### src/rtl/reg_file_rename_if.sv
// ----------------------------------------------------------------------------
// reg_file_rename_if
// Bundle between the ROB commit port / dispatcher and the architectural
// register file with per-register rename tags.
//   master : the ROB/dispatcher side (drives control, commit, rename, reads)
//   slave  : the register file (returns operand value/alias and pending count)
// Signals:
//   rdy                     global ready; low freezes all state
//   rollback                mispredict flush, clears every tag
//   commit_valid/rd/alias/data  retiring result from the ROB
//   rename_valid/rd/alias   destination alias recorded at dispatch
//   rs1/rs2                 source register indices
//   q1/v1, q2/v2            operand alias (0 = value valid) and value
//   pending_count           registered count of registers with a live tag
// ----------------------------------------------------------------------------
interface reg_file_rename_if #(
  parameter int DATA_W = 32,
  parameter int REG_W  = 5,
  parameter int ROB_W  = 4
);
  logic              rdy;
  logic              rollback;
  logic              commit_valid;
  logic [REG_W-1:0]  commit_rd;
  logic [ROB_W-1:0]  commit_alias;
  logic [DATA_W-1:0] commit_data;
  logic              rename_valid;
  logic [REG_W-1:0]  rename_rd;
  logic [ROB_W-1:0]  rename_alias;
  logic [REG_W-1:0]  rs1;
  logic [REG_W-1:0]  rs2;
  logic [ROB_W-1:0]  q1;
  logic [DATA_W-1:0] v1;
  logic [ROB_W-1:0]  q2;
  logic [DATA_W-1:0] v2;
  logic [5:0]        pending_count;

  modport master (
    output rdy, rollback,
    output commit_valid, commit_rd, commit_alias, commit_data,
    output rename_valid, rename_rd, rename_alias,
    output rs1, rs2,
    input  q1, v1, q2, v2, pending_count
  );

  modport slave (
    input  rdy, rollback,
    input  commit_valid, commit_rd, commit_alias, commit_data,
    input  rename_valid, rename_rd, rename_alias,
    input  rs1, rs2,
    output q1, v1, q2, v2, pending_count
  );
endinterface

### src/rtl/reg_file_rename.sv
// ----------------------------------------------------------------------------
// reg_file_rename
// Architectural register file x0..x31 with one rename tag per register.
// Commits from the ROB write values and clear the tag when the retiring ROB
// entry is still the register's newest producer; the dispatcher records new
// aliases on rename. Two combinational read ports return either a value or
// the pending ROB alias, with a same-cycle bypass from the commit port.
// Ports:
//   clk     clock
//   rst     synchronous, active-high reset (wins over rdy)
//   rf_bus  reg_file_rename_if.slave (see interface for signal list)
// ----------------------------------------------------------------------------
module reg_file_rename #(
  parameter int DATA_W = 32,
  parameter int REG_W  = 5,
  parameter int ROB_W  = 4
) (
  input  logic                    clk,
  input  logic                    rst,
  reg_file_rename_if.slave        rf_bus
);
  localparam int NREG = 1 << REG_W;

  typedef struct packed {
    logic [ROB_W-1:0]  q;
    logic [DATA_W-1:0] v;
  } operand_t;

  logic [DATA_W-1:0] r_value [NREG];
  logic [ROB_W-1:0]  r_tag   [NREG];
  logic [5:0]        r_pending_count;

  logic [ROB_W-1:0]  w_tag_next [NREG];
  logic [5:0]        w_count_next;
  operand_t          w_op1;
  operand_t          w_op2;

  // Read one source against current state. Renames in the same cycle are
  // invisible here; only a matching commit is forwarded.
  function automatic operand_t read_operand(input logic [REG_W-1:0] rs);
    operand_t op;
    op = '0;
    if (rs != '0) begin
      if (r_tag[rs] != '0 && rf_bus.commit_valid &&
          rf_bus.commit_rd == rs && rf_bus.commit_alias == r_tag[rs]) begin
        op.q = '0;
        op.v = rf_bus.commit_data;
      end else begin
        op.q = r_tag[rs];
        op.v = r_value[rs];
      end
    end
    return op;
  endfunction

  always_comb begin
    w_op1 = read_operand(rf_bus.rs1);
    w_op2 = read_operand(rf_bus.rs2);
  end

  assign rf_bus.q1            = w_op1.q;
  assign rf_bus.v1            = w_op1.v;
  assign rf_bus.q2            = w_op2.q;
  assign rf_bus.v2            = w_op2.v;
  assign rf_bus.pending_count = r_pending_count;

  // Next-state tags. Clear is applied before rename so a rename onto the
  // register being retired in the same cycle keeps the new alias.
  always_comb begin
    // NOTE: every always_comb output gets a full default first so no path
    // leaves it unassigned, which would infer a latch.
    for (int i = 0; i < NREG; i++) w_tag_next[i] = r_tag[i];
    if (rf_bus.rollback) begin
      for (int i = 0; i < NREG; i++) w_tag_next[i] = '0;
    end else begin
      if (rf_bus.commit_valid && rf_bus.commit_rd != '0 &&
          r_tag[rf_bus.commit_rd] == rf_bus.commit_alias)
        w_tag_next[rf_bus.commit_rd] = '0;
      if (rf_bus.rename_valid && rf_bus.rename_rd != '0)
        w_tag_next[rf_bus.rename_rd] = rf_bus.rename_alias;
    end
    // x0 never carries a tag.
    w_tag_next[0] = '0;
  end

  // Count live tags in the state about to be loaded, so the registered
  // count lines up with the tag array after the edge.
  always_comb begin
    w_count_next = '0;
    for (int i = 1; i < NREG; i++)
      if (w_tag_next[i] != '0) w_count_next = w_count_next + 6'd1;
  end

  always_ff @(posedge clk) begin
    if (rst) begin
      // NOTE: the value array is reset explicitly because software may read
      // any register before writing it and must see zero; this costs a reset
      // on every flop rather than allowing a RAM macro.
      for (int i = 0; i < NREG; i++) begin
        r_value[i] <= '0;
        r_tag[i]   <= '0;
      end
      r_pending_count <= '0;
    end else if (rf_bus.rdy) begin
      // NOTE: state updates use non-blocking assignments so every register
      // samples pre-edge values regardless of statement order.
      for (int i = 0; i < NREG; i++) r_tag[i] <= w_tag_next[i];
      r_pending_count <= w_count_next;
      // Commit writes the value even when a younger producer owns the tag,
      // and even during rollback.
      if (rf_bus.commit_valid && rf_bus.commit_rd != '0)
        r_value[rf_bus.commit_rd] <= rf_bus.commit_data;
    end
  end
endmodule

### src/flat_wrapper.sv
// flat-port wrapper written by rule: the top's interface ports become plain ports
module reg_file_rename_flat 
#(
  parameter int DATA_W = 32,
  parameter int REG_W  = 5,
  parameter int ROB_W  = 4
)
  (clk, rst, rf_bus_rdy, rf_bus_rollback, rf_bus_commit_valid, rf_bus_commit_rd, rf_bus_commit_alias, rf_bus_commit_data, rf_bus_rename_valid, rf_bus_rename_rd, rf_bus_rename_alias, rf_bus_rs1, rf_bus_rs2, rf_bus_q1, rf_bus_v1, rf_bus_q2, rf_bus_v2, rf_bus_pending_count);
  reg_file_rename_if #(.DATA_W(DATA_W), .REG_W(REG_W), .ROB_W(ROB_W)) rf_bus_i ();
  input  logic clk;
  input  logic rst;
  input wire logic [$bits(rf_bus_i.rdy)-1:0] rf_bus_rdy;
  input wire logic [$bits(rf_bus_i.rollback)-1:0] rf_bus_rollback;
  input wire logic [$bits(rf_bus_i.commit_valid)-1:0] rf_bus_commit_valid;
  input wire logic [$bits(rf_bus_i.commit_rd)-1:0] rf_bus_commit_rd;
  input wire logic [$bits(rf_bus_i.commit_alias)-1:0] rf_bus_commit_alias;
  input wire logic [$bits(rf_bus_i.commit_data)-1:0] rf_bus_commit_data;
  input wire logic [$bits(rf_bus_i.rename_valid)-1:0] rf_bus_rename_valid;
  input wire logic [$bits(rf_bus_i.rename_rd)-1:0] rf_bus_rename_rd;
  input wire logic [$bits(rf_bus_i.rename_alias)-1:0] rf_bus_rename_alias;
  input wire logic [$bits(rf_bus_i.rs1)-1:0] rf_bus_rs1;
  input wire logic [$bits(rf_bus_i.rs2)-1:0] rf_bus_rs2;
  output wire logic [$bits(rf_bus_i.q1)-1:0] rf_bus_q1;
  output wire logic [$bits(rf_bus_i.v1)-1:0] rf_bus_v1;
  output wire logic [$bits(rf_bus_i.q2)-1:0] rf_bus_q2;
  output wire logic [$bits(rf_bus_i.v2)-1:0] rf_bus_v2;
  output wire logic [$bits(rf_bus_i.pending_count)-1:0] rf_bus_pending_count;
  assign rf_bus_i.rdy = rf_bus_rdy;
  assign rf_bus_i.rollback = rf_bus_rollback;
  assign rf_bus_i.commit_valid = rf_bus_commit_valid;
  assign rf_bus_i.commit_rd = rf_bus_commit_rd;
  assign rf_bus_i.commit_alias = rf_bus_commit_alias;
  assign rf_bus_i.commit_data = rf_bus_commit_data;
  assign rf_bus_i.rename_valid = rf_bus_rename_valid;
  assign rf_bus_i.rename_rd = rf_bus_rename_rd;
  assign rf_bus_i.rename_alias = rf_bus_rename_alias;
  assign rf_bus_i.rs1 = rf_bus_rs1;
  assign rf_bus_i.rs2 = rf_bus_rs2;
  assign rf_bus_q1 = rf_bus_i.q1;
  assign rf_bus_v1 = rf_bus_i.v1;
  assign rf_bus_q2 = rf_bus_i.q2;
  assign rf_bus_v2 = rf_bus_i.v2;
  assign rf_bus_pending_count = rf_bus_i.pending_count;
  reg_file_rename #(.DATA_W(DATA_W), .REG_W(REG_W), .ROB_W(ROB_W)) u_core (.clk(clk), .rst(rst), .rf_bus(rf_bus_i));
endmodule
### config.mk
export PLATFORM = sky130hd
export DESIGN_NAME = reg_file_rename_flat
export DESIGN_NICKNAME = d
export VERILOG_FILES = /design/src/rtl/reg_file_rename_if.sv /design/src/rtl/reg_file_rename.sv /design/src/flat_wrapper.sv
export SDC_FILE = /design/constraint.sdc
export NUM_CORES = 2
export LEC_CHECK = 0
export BUFFER_PORTS_ARGS = -buffer_cell sky130_fd_sc_hd__buf_2
export CORE_MARGIN = 1
export CORE_UTILIZATION = 50
export DETAILED_ROUTE_END_ITERATION = 8
export GPL_TIMING_DRIVEN = 1
export PLACE_DENSITY = 0.66
export SLEW_MARGIN = 30
export SYNTH_ARGS = -nofsm -noshare
export SYNTH_HDL_FRONTEND = slang
export SYNTH_SLANG_ARGS = --single-unit
### constraint.sdc
create_clock -name clk -period 30.5 [get_ports clk]
set_clock_uncertainty 0.05 [all_clocks]
set_input_delay 3.05 -clock clk [delete_from_list [all_inputs] [get_ports clk]]
set_output_delay 3.05 -clock clk [all_outputs]
set_load 0.05 [all_outputs]
==> results by group <==
Status
  – Result of the run: finished, final reports clean

Power and ir drop
  – Leakage power total: 26.0 nW
  – Switch share: 0.331
  – Net switching power of the design: around 0.0017 W
  – Peak ir drop on the vdd network: 244 µV
  – Power share of the sequential group: 0.371
  – PD cells: 67.0 mW/mm²
  – Internal portion of total power: ~0.0034 W
  – Power share of the clock group: 0.293
  – Total power after layout: 0.00510 W
  – Part of the total power dissipated in combinational logic: 0.336

Global routing
  – GR Layer Usage met1: 0.454
  – Peak-usage layer in the global routing report: met2
  – Via count of the first global-routing pass: 46200
  – M2 GR Usage: 0.523
  – Initial antenna violation count: 25
  – Met3 GRT Util: 0.0775
  – Global-route wire length before repair: 336000 µm
  – Maximum number of pins on one net before global-route repair: 144
  – Grt ovf: 0
  – Overall global routing resource usage: 0.336

Synthesis
  – Fraction of the yosys area taken by sequential cells: 0.499
  – Yosys Warn Count: 0
  – Xor/xnor cell area share of the yosys netlist: 0.0246
  – Simple-gate share of the synthesized area: 0.141
  – Number of enable-type register cells in the synthesized netlist: 1148
  – Fraction of synthesized area in multiplexers: 0.255
  – Seq cells post-synth: 1154
  – Flip-flop cell with the highest count after synthesis: sky130_fd_sc_hd__edfxtp_1
  – Proportion of synthesized flip-flops having asynchronous set or reset: 0
  – Compound-gate portion of the synthesized area: 0.0476
  – Post-synthesis adder-cell area fraction: 0.00570
  – Gate Count Post-Synth: 4883
  – Dominant combinational cell family by area after synthesis: multiplexers
  – Post-synthesis average cell area: 14.2 µm²
  – Unique cell type count in the Yosys netlist: between 100 and 150
  – Mapped cell area: 0.0693 mm²

Floorplan
  – Number of top-level pins: 144
  – Height of the die: 374 µm
  – Total die area: 0.140 mm²
  – Placement Rows: between 100 and 150
  – Placeable core region: 0.137 mm²
  – Die width: 374 µm
  – Effective utilization at floorplan: 0.504

Finish
  – Combined area of the multi-input logic cells: about 0.033 mm²
  – Most common cell after layout, fill and taps aside: sky130_fd_sc_hd__edfxtp_1
  – Commonest non-fill, non-tap cells in the layout: 1148 x sky130_fd_sc_hd__edfxtp_1, 1005 x sky130_fd_sc_hd__and2_1, 713 x sky130_fd_sc_hd__mux4_2, 235 x sky130_fd_sc_hd__nor2_1, 170 x sky130_fd_sc_hd__nand2_1
  – Count of nets after finishing: 4955
  – Fraction of final layout cells with drive strength greater than 1: 0.264
  – Synth-to-layout area growth: 9.75%
  – Final instance count without filler cells: between 6000 and 7000
  – Total of fill cells in the finished design: approximately 11000
  – Post-route standard cell area excluding fillers: 0.0761 mm²
  – Sequential cell area: 0.0346 mm²

Route
  – Antenna-violating nets left: 0
  – Average wire per standard cell: 34.8 µm
  – Sum of routed wire length over all layers: 235000 µm
  – Residual DRC count: 0
  – Count of vias placed by the detailed router: approximately 47000
  – Via/cell ratio: 6.93
  – Total iterations of the first detailed-routing run: 6
  – Number of DRC markers after the initial detailed-route iteration: between 7000 and 8000

Setup path
  – CP Launch Type: input pin
  – Critical path capture point type: flop
  – Crit path from: rf_bus_commit_rd[1]
  – Critical path data required time: approximately 31000 ps
  – CP top delay family: adder cells
  – Critical path buffer and inverter count: 7
  – Crit Path Class: input pin to flop
  – Peak fanout along the critical path: 45
  – Launch point of the worst reg-to-reg path: u_core.r_tag[3][2]
  – Library cell contributing the largest single delay on the critical path: sky130_fd_sc_hd__nor2_1
  – Peak per-stage delay on the critical path: approximately 850 ps
  – Cell seen most often among critical-path stages: sky130_fd_sc_hd__ha_1
  – Arrival @ worst endpoint: 25480 ps

Placed design
  – Cell Count Post-Placement: approximately 6500
  – RePlAce Congestion: 0.964
  – Post-placement cell area: 0.0720 mm²
  – Post-DP HPWL: 139000 µm
  – Count of input and output buffers: about 140

Min path
  – HP Start: u_core.rf_bus.pending_count[0]
  – Hold/Removal Path Class: flop to flop

Clock tree
  – Setup Buffers After CTS: 0
  – Clock latency on the worst-skew pair: 790 ps
  – Root buf cell: sky130_fd_sc_hd__clkbuf_16
  – H-tree depth: 4
  – TritonCTS clock tree: done
  – Num Clock Sinks: between 1000 and 1500
  – Post-CTS Resized: 0
  – CTS hold repair buffers: 0
  – Clock slew at the register clock pins of the worst setup and hold paths: 60 ps
  – Deepest clock path buffer count: 3
  – Number of buffers created by CTS: between 100 and 150

STA
  – Final Hold Slack: 412 ps
  – Highest achievable clock rate: 40.3 MHz
  – Final setup violation count: 0
  – Summed negative setup slack over all endpoints: 0 ps
  – Part of the cycle the worst path needs: 0.814
  – Slew Limit Headroom: 0.252
  – Crit path time final: 24830 ps
  – Least-Margin Pin Slew: around 1100 ps
  – Number of hold-slack violations in the final timing report: 0
  – Number of max-slew violations in the final report: 0
  – Unrepaired setup endpoints after global routing: no

Job
  – Max-capacitance violation count: 0
## state kept, by name, summed over array words and instances, names as in the netlist
name	count
u_core.r_value	1024
u_core.rf_bus.pending_count	6
u_core.r_tag	124
## path summary, 6_finish.rpt
| kind | endpoint | slack, ps | cells past startpoint |
|---|---|---|---|
| setup / recovery | u_core.rf_bus.pending_count[5] | 5670 | 105 |
| hold / removal | u_core.rf_bus.pending_count[0] | 410 | 2 |
| setup reg to reg | u_core.rf_bus.pending_count[5] | 8220 | 103 |
| hold reg to reg | u_core.rf_bus.pending_count[0] | 410 | 2 |
## layer usage
| metal | wire, µm | vias to the layer above |
|---|---|---|
| met3 | 27300 | 607 |
| met4 | 10800 | 14 |
| met2 | 109000 | 3165 |
| met5 | 107 | - |
| met1 | 87500 | 24100 |
| li1 | - | 19000 |
## worst reg2reg max path: cells and delay by family (launching register included)
| family | cells | cell delay (ps) |
|---|---|---|
| AOI/OAI and AO/OA | 27 | 4920 |
| xor gates and xnor gates | 2 | 700 |
| and+or+nand+nor | 33 | 5110 |
| DFF | 1 | 550 |
| buffers and inverters | 5 | 370 |
| muxes | 8 | 2450 |
| adders and majority gates | 28 | 8010 |
## per-stage QoR
step | util | worst slack, ps
global route | 0.553 | 4170
floorplan | - | 8420
CTS | 0.552 | 6030
global placement | 0.523 | 5740
detailed placement | 0.523 | 5270
finish | 0.553 | 5670
## cells by family (layout without fill, tap and decap cells)
group,Yosys count,after routing
XOR/XNOR,139,139
other,1,44
multiplexers,873,873
AO/OA/AOI/OAI,464,464
adder cells (fa/ha/maj),32,32
AND/OR/NAND/NOR,1731,1731
buffers and inverters,489,528
flip-flops,1154,1154
## power by group through the flow
stage               clock network [W]  logic, W  registers (W)
detailed placement                  0   0.00170        0.00192
finish                        0.00150   0.00171        0.00189
global placement                    0   0.00169        0.00191
CTS                           0.00150   0.00171        0.00189
global route                  0.00156   0.00186        0.00190
floorplan                           0   0.00136        0.00190
## synthesized netlist by cell type, drive strengths merged, types with 30 or more instances
library cell  count  area [µm²]
xnor2            83         933
o21ai            36         180
a21oi           105         529
and2           1006        6290
a22oi            82         616
mux4            713       16100
nand2           173         654
mux2i           143        1430
nor2            269        1010
nor3             31         160
a211oi           88         683
clkbuf          367        1380
buf              90         407
inv              32         120
nand3            71         360
o22ai            30         188
edfxtp         1148       34500
xor2             41         427
or2              40         250
ha               30         375
## cell type report
class	instances	share of cell area
Sequential cell	1154	0.455
Timing Repair Buffer	267	0.0248
Tap cell	1794	0.0295
Clock buffer	164	0.0455
Multi-Input combinational cell	3271	0.437
Antenna cell	12	0.000395
Inverter	32	0.00161
Clock inverter	65	0.00638
(Power assumes the default switching activity.)
